--- src/rtl/pool_pkg.sv ---
// Shared definitions for the 2x2 max-pooling stream: FSM state encodings,
// default Q8.8 sample format, and a counter-width helper.
package pool_pkg;

    localparam int DEFAULT_DATA_WIDTH = 16;
    localparam int DEFAULT_FRAC_WIDTH = 8;

    typedef enum logic [1:0] {
        IDLE = 2'd0,
        RUN  = 2'd1,
        DONE = 2'd2
    } pool_state_e;

    // $clog2 of a bound, but never narrower than one bit so a bound of 1 still
    // yields a legal vector.
    function automatic int cnt_width(input int bound);
        return (bound <= 1) ? 1 : $clog2(bound);
    endfunction

endpackage

--- src/rtl/pool_line_buffer.sv ---
// One-row store of horizontal maxima: synchronous write, combinational read.
// Contents are never reset; every entry is written on an even row before it
// is read on the following odd row.
module pool_line_buffer #(
    parameter int DEPTH      = 128,
    parameter int DATA_WIDTH = 16,
    parameter int ADDR_WIDTH = 7
) (
    input  logic                  clk,
    input  logic                  wr_en,
    input  logic [ADDR_WIDTH-1:0] wr_addr,
    input  logic [DATA_WIDTH-1:0] wr_data,
    input  logic [ADDR_WIDTH-1:0] rd_addr,
    output logic [DATA_WIDTH-1:0] rd_data
);

    logic [DATA_WIDTH-1:0] mem [DEPTH];

    always_ff @(posedge clk) begin
        if (wr_en) begin
            mem[wr_addr] <= wr_data;
        end
    end

    assign rd_data = mem[rd_addr];

endmodule

--- src/rtl/maxpool2x2_stream.sv ---
// Streaming 2x2/stride-2 max pooling over channel-major raster planes of
// signed samples; one pooled sample per 2x2 window, one cycle after its last input.
module maxpool2x2_stream
    import pool_pkg::*;
#(
    parameter int IMG_HEIGHT = 256,
    parameter int IMG_WIDTH  = 256,
    parameter int CHANNELS   = 64,
    parameter int DATA_WIDTH = DEFAULT_DATA_WIDTH
) (
    input  logic                  clk,
    input  logic                  rst_n,
    input  logic                  start,
    input  logic [DATA_WIDTH-1:0] feature_in,
    input  logic                  feature_valid,
    output logic [DATA_WIDTH-1:0] pool_out,
    output logic                  pool_valid,
    output logic                  pool_done
);

    localparam int COL_W    = cnt_width(IMG_WIDTH);
    localparam int ROW_W    = cnt_width(IMG_HEIGHT);
    localparam int CH_W     = cnt_width(CHANNELS);
    localparam int LB_DEPTH = IMG_WIDTH / 2;
    localparam int LB_AW    = cnt_width(LB_DEPTH);

    pool_state_e           state_reg;
    logic [COL_W-1:0]      col_reg;
    logic [ROW_W-1:0]      row_reg;
    logic [CH_W-1:0]       ch_reg;
    logic [DATA_WIDTH-1:0] held_reg;
    logic [DATA_WIDTH-1:0] pool_out_reg;
    logic                  pool_valid_reg;
    logic                  pool_done_reg;

    logic                  accept;
    logic                  col_last;
    logic                  row_last;
    logic                  ch_last;
    logic                  lb_we;
    logic [LB_AW-1:0]      lb_addr;
    logic [DATA_WIDTH-1:0] lb_rd_data;
    logic [DATA_WIDTH-1:0] hmax;
    logic [DATA_WIDTH-1:0] win_max;

    // Ties resolve to the first operand; equal values are identical bits anyway.
    function automatic logic [DATA_WIDTH-1:0] smax(
        input logic [DATA_WIDTH-1:0] a,
        input logic [DATA_WIDTH-1:0] b
    );
        return ($signed(a) >= $signed(b)) ? a : b;
    endfunction

    assign accept   = feature_valid && (state_reg == RUN);
    assign col_last = (col_reg == COL_W'(IMG_WIDTH - 1));
    assign row_last = (row_reg == ROW_W'(IMG_HEIGHT - 1));
    assign ch_last  = (ch_reg == CH_W'(CHANNELS - 1));

    // Column pair index: entry col/2 holds the even-row maximum of that pair.
    assign lb_addr  = LB_AW'(col_reg >> 1);
    assign hmax     = smax(held_reg, feature_in);
    assign win_max  = smax(hmax, lb_rd_data);
    assign lb_we    = accept && col_reg[0] && !row_reg[0];

    pool_line_buffer #(
        .DEPTH      (LB_DEPTH),
        .DATA_WIDTH (DATA_WIDTH),
        .ADDR_WIDTH (LB_AW)
    ) u_line_buffer (
        .clk     (clk),
        .wr_en   (lb_we),
        .wr_addr (lb_addr),
        .wr_data (hmax),
        .rd_addr (lb_addr),
        .rd_data (lb_rd_data)
    );

    always_ff @(posedge clk or negedge rst_n) begin
        if (!rst_n) begin
            state_reg      <= IDLE;
            col_reg        <= '0;
            row_reg        <= '0;
            ch_reg         <= '0;
            held_reg       <= '0;
            pool_out_reg   <= '0;
            pool_valid_reg <= 1'b0;
            pool_done_reg  <= 1'b0;
        end else begin
            pool_valid_reg <= 1'b0;
            case (state_reg)
                IDLE: begin
                    if (start) begin
                        state_reg <= RUN;
                        col_reg   <= '0;
                        row_reg   <= '0;
                        ch_reg    <= '0;
                    end
                end

                RUN: begin
                    if (accept) begin
                        if (!col_reg[0]) begin
                            held_reg <= feature_in;
                        end
                        if (col_reg[0] && row_reg[0]) begin
                            pool_out_reg   <= win_max;
                            pool_valid_reg <= 1'b1;
                        end
                        if (col_last) begin
                            col_reg <= '0;
                            if (row_last) begin
                                row_reg <= '0;
                                if (ch_last) begin
                                    ch_reg        <= '0;
                                    state_reg     <= DONE;
                                    pool_done_reg <= 1'b1;
                                end else begin
                                    ch_reg <= ch_reg + 1'b1;
                                end
                            end else begin
                                row_reg <= row_reg + 1'b1;
                            end
                        end else begin
                            col_reg <= col_reg + 1'b1;
                        end
                    end
                end

                DONE: begin
                    if (start) begin
                        state_reg     <= RUN;
                        pool_done_reg <= 1'b0;
                        col_reg       <= '0;
                        row_reg       <= '0;
                        ch_reg        <= '0;
                    end
                end

                default: begin
                    state_reg     <= IDLE;
                    pool_done_reg <= 1'b0;
                end
            endcase
        end
    end

    assign pool_out   = pool_out_reg;
    assign pool_valid = pool_valid_reg;
    assign pool_done  = pool_done_reg;

endmodule

--- config.mk ---
export PLATFORM = sky130hd
export DESIGN_NAME = maxpool2x2_stream
export DESIGN_NICKNAME = d
export VERILOG_FILES = /design/src/rtl/pool_pkg.sv /design/src/rtl/pool_line_buffer.sv /design/src/rtl/maxpool2x2_stream.sv
export SDC_FILE = /design/constraint.sdc
export NUM_CORES = 2
export LEC_CHECK = 0
export ABC_AREA = 0
export CAP_MARGIN = 20
export CORE_ASPECT_RATIO = 1.5
export CORE_UTILIZATION = 57
export DETAILED_ROUTE_END_ITERATION = 16
export PLACE_DENSITY = 0.84
export SLEW_MARGIN = 20
export SYNTH_ARGS = -nofsm -noshare
export SYNTH_HDL_FRONTEND = slang
export SYNTH_HIERARCHICAL = 1
export SYNTH_SLANG_ARGS = --single-unit
export TNS_END_PERCENT = 5
--- constraint.sdc ---
create_clock -name clk -period 7.1 [get_ports clk]
set_input_delay 1.42 -clock clk [delete_from_list [all_inputs] [get_ports clk]]
set_output_delay 1.42 -clock clk [all_outputs]
set_load 0.03 [all_outputs]
==> run summary <==
The flow ran to the end, and the final reports show no timing, DRC or antenna violations. The maximum count of clock buffers along a single path came out at 3. The hold-critical path depth came out at 1. Setup repair after global routing left no endpoint under its margin. The total of flip-flops plus latches after synthesis came out at between 2000 and 2500. On the final layout, the worst clock skew is about 0.030 ns. The overall routing resource usage is roughly a third.

The via total after detailed routing is ~43000. Once the clock tree was built, the setup fixing pass inserted 0 buffers. The routed via count divided by cell count is 7.39. The routed design has 233000 um of wire. Yosys attributes the largest share of cell area to edfxtp_1, mux4_2, dfrtp_1. The reported max-cap violation count is 0. The largest individual stage delay along the critical path comes from the cell dfrtp_4.

In this run, placement finished with an instance count of ~5500. The static leakage came out at 28.8 nW. The minimum setup slack among reg-to-reg paths came out at 0.72 ns.

The total grt overflow is 0. The post-CTS resize count came out at 0. The post-placement setup slack is approximately 0.91 ns.

The via count of the first global-routing pass is 42600. The cell depth of the worst flop-to-flop path came out at 15. The initial core utilization is 57.4%. The number of warnings printed during yosys synthesis came out at 6. Traced cell by cell, the critical path runs through buf_12 > mux4_2 > mux4_2 > mux4_2 > mux2_2 > inv_1 > ha_1 > a21oi_1 > o21ai_0 > a211oi_1 > o21ai_1 > mux2i_2 > buf_4 > nor2_2 > a221o_1. The biggest area contributor in the post-synthesis netlist is edfxtp_1. The number of top-level pins is 38. The startpoint identified for the worst hold timing path is pool_done. STA puts the critical path data required time at 7.83 ns. The maximum level of the CTS H-tree is 4.

The path class of the tightest hold or removal check is flip-flop to flip-flop. The count of input and output buffers came out at 37. The post-synthesis area per instance came out at 23.5 um2. Yosys mapped a number of flops with a built-in enable equal to 2048. The flip-flop count of the largest register, all copies and words added is 2048. In this run the worst setup path begins at col_reg[1]. The summed negative setup slack over all endpoints came out at 0 ns. After detailed routing, the average wire length per cell comes to 40.2 um.

For this block, the initial DRC count from the detailed router was 7883. The worst setup path is launched from a flip-flop. The areal power density over the cells is 466 nW/um2.

The row count is 170. The final-report max-slew violation count is 0. The die outline area is 146000 um2. The maximum net fanout on the critical path came out at 43.

The cell count after synthesis came out at 3495. The number of setup violations in the final report came out at 0. Yosys mapped the design onto 48 distinct sky130hd cell types. After detailed routing, the number of remaining DRC violations is 0. The minimum setup slack in the final design is 0.717 ns.

The netlist area before placement is 82200 um2. The area growth from synthesis to layout is 12.0%. For the pin with the worst max-slew slack, the measured transition is between 1 and 1.5 ns. The area share of the largest cell type after synthesis came out at 74.8%. The top flip-flop cell by instance count after synthesis is edfxtp_1. The TritonCTS buffer count is 168. The y dimension of the die is between 400 and 500 um. For this run, the top clock speed supported by timing is between 150 and 200 MHz. The final hold violation count is 0.

The die boundary width came out at 312 um. The count of TritonRoute iterations in the first routing pass is 7. STA puts the critical path data arrival time at 7.11 ns.

The endpoint identified for the worst register-to-register timing path is pool_out[12]. For the worst-skew pair, the clock arrives at the later sink with an insertion delay of 0.81 ns. The weighted congestion at the end of routability-driven global placement is 0.903. The global-route wire length before repair is 328000 um. In the final layout, the share of cells above drive strength 1 is 32.2%. For this run, the slowest stage of the critical path takes between 1 and 1.5 ns. CTS placed an instance of clkbuf_16 at the clock tree root. The clock sink total is ~2100. The largest net degree at the start of global routing is 129. The endpoint of the worst hold path is pool_done.

The endpoint class of the critical path is a flip-flop. The startpoint identified for the worst register-to-register timing path is col_reg[1]. The final non-filler cell total is 5797. The worst path needs 6.38 ns of the cycle, external delays included. The clock transition at the register clock pins on the worst setup and hold paths after CTS is 0.07 ns. The post-synthesis async set-or-reset flop share is 2.75%. In this run, post-CTS hold repair placed 0 buffers.

The classification of the worst setup path is flip-flop to flip-flop. The detailed placement HPWL is 123000 um. The relative slew slack is 19.4%.

The net count of the mapped netlist is about 3600. The largest voltage drop on the vdd net came out at 540 uV. The most numerous cell type found on the critical path is mux4_2. The number of antenna violations at the first check in global routing came to 20. In this run the standard cell core region covers 143000 um2. The design draws 42.9 mW. The clock tree from TritonCTS is yes. The share of synthesized area occupied by flip-flops and latches is 76.5%. The post-layout net count came out at 3804. The count of antenna-violating nets left after detailed routing came out at 0. The ratio of final minimum period to clock period is 89.9%.
[through the flow]
stage | util, % | hold slack, ns | area, um2
floorplan | - | 0.447 | 82400
global placement | 60.3 | 0.470 | 86400
detailed placement | 60.3 | 0.496 | 86400
CTS | 64.3 | 0.529 | 92100
global route | 64.3 | 0.550 | 92100
finish | 64.4 | 0.525 | 92100
[cell usage after synthesis (3+ instances only)]
cell type / n
edfxtp_1: 2048
or3_1: 3
mux2_2: 34
dfrtp_1: 58
a22o_1: 5
nand2_1: 38
mux4_2: 672
nor2_1: 140
nand4_1: 26
o211ai_1: 34
a221o_1: 15
o21a_1: 3
a21o_1: 7
mux2i_1: 17
o31ai_1: 4
a211oi_1: 3
buf_2: 56
nor3_1: 14
buf_1: 28
nand2b_1: 7
o21ai_0: 20
a21oi_1: 12
nand3_1: 27
nor2b_1: 12
ha_1: 35
clkbuf_1: 97
inv_1: 33
and3_1: 19
xor2_1: 3
buf_6: 4
[cell families after synthesis]
group / Yosys count / synth area share [%]
XOR/XNOR: 5 / 0.0533
AO/OA/AOI/OAI: 109 / 0.957
AND/OR/NAND/NOR: 296 / 1.68
flip-flops: 2106 / 76.5
multiplexers: 724 / 19.1
adder cells (fa/ha/maj): 35 / 0.533
buffers and inverters: 220 / 1.13
[final cells by class]
cell class / count / area (um2)
sequential: 2106 / 63000
fill: 8020 / 51000
multi-input combinational: 1169 / 18500
clock buffer: 198 / 4510
timing repair buffer: 271 / 2400
tap: 1892 / 2370
clock inverter: 114 / 1180
inverter: 33 / 146
antenna: 14 / 35.0
[where the power goes]
group	total, mW	switching (mW)	internal (mW)
Combinational	15.0	9.88	5.14
Sequential	18.0	0.504	17.5
Clock	9.90	4.58	5.32
Total	42.9	15.0	28.0
[cells in the final DEF, fill, tap and decap left out, types with 4 or more instances in the layout]
master,instances
a21oi_1,12
clkdlybuf4s50_1,36
bufinv_16,20
a21o_1,7
a22o_1,5
mux4_2,672
inv_1,25
dfrtp_1,52
clkbuf_1,21
ha_1,27
clkinv_4,10
nand3_1,27
nor2_1,139
o21ai_0,19
inv_4,4
mux2_2,34
edfxtp_1,2048
clkbuf_16,177
buf_12,20
clkinv_2,40
nand2_1,38
nand4_1,26
o211ai_1,34
dfrtp_4,4
nor3_4,4
ha_4,8
mux2i_1,17
clkinvlp_4,13
clkinv_1,21
nor3_2,7
and3_1,19
nor2b_1,12
nor3_1,4
diode_2,14
o31ai_1,4
nand2b_1,7
a221o_1,15
buf_4,212
inv_6,5
clkinv_8,4
[worst max-delay path, delay by kind of cell, from the launching register on]
kind / cells / cell delay [ns]
DFF: 1 / 1.17
AOI/OAI and AO/OA: 5 / 1.06
and+or+nand+nor: 1 / 0.54
adders and majority gates: 1 / 0.29
buffers and inverters: 3 / 0.74
muxes: 5 / 2.43
[how the worst max path moves through the flow]
stage                         endpoint  slack (ns)
after floorplan           pool_out[13]       -1.23
after global placement     pool_out[1]        1.05
after detailed placement  pool_out[13]        0.91
after CTS                 pool_out[12]        0.82
after global routing      pool_out[12]        0.66
final                     pool_out[12]        0.72
[per-layer routing]
layer | global-route usage (%) | part of all wire, % | up-vias | wire length [um]
met3 | 7.65 | 12 | 1050 | 28000
met2 | 53.0 | 49 | 4275 | 115000
met4 | 19.1 | 7.6 | 12 | 17800
met5 | 0 | 0.033 | - | 76
met1 | 39.2 | 31 | 22000 | 72000
li1 | - | - | 15500 | -
No activity file was read; power rests on OpenSTA's default activity.
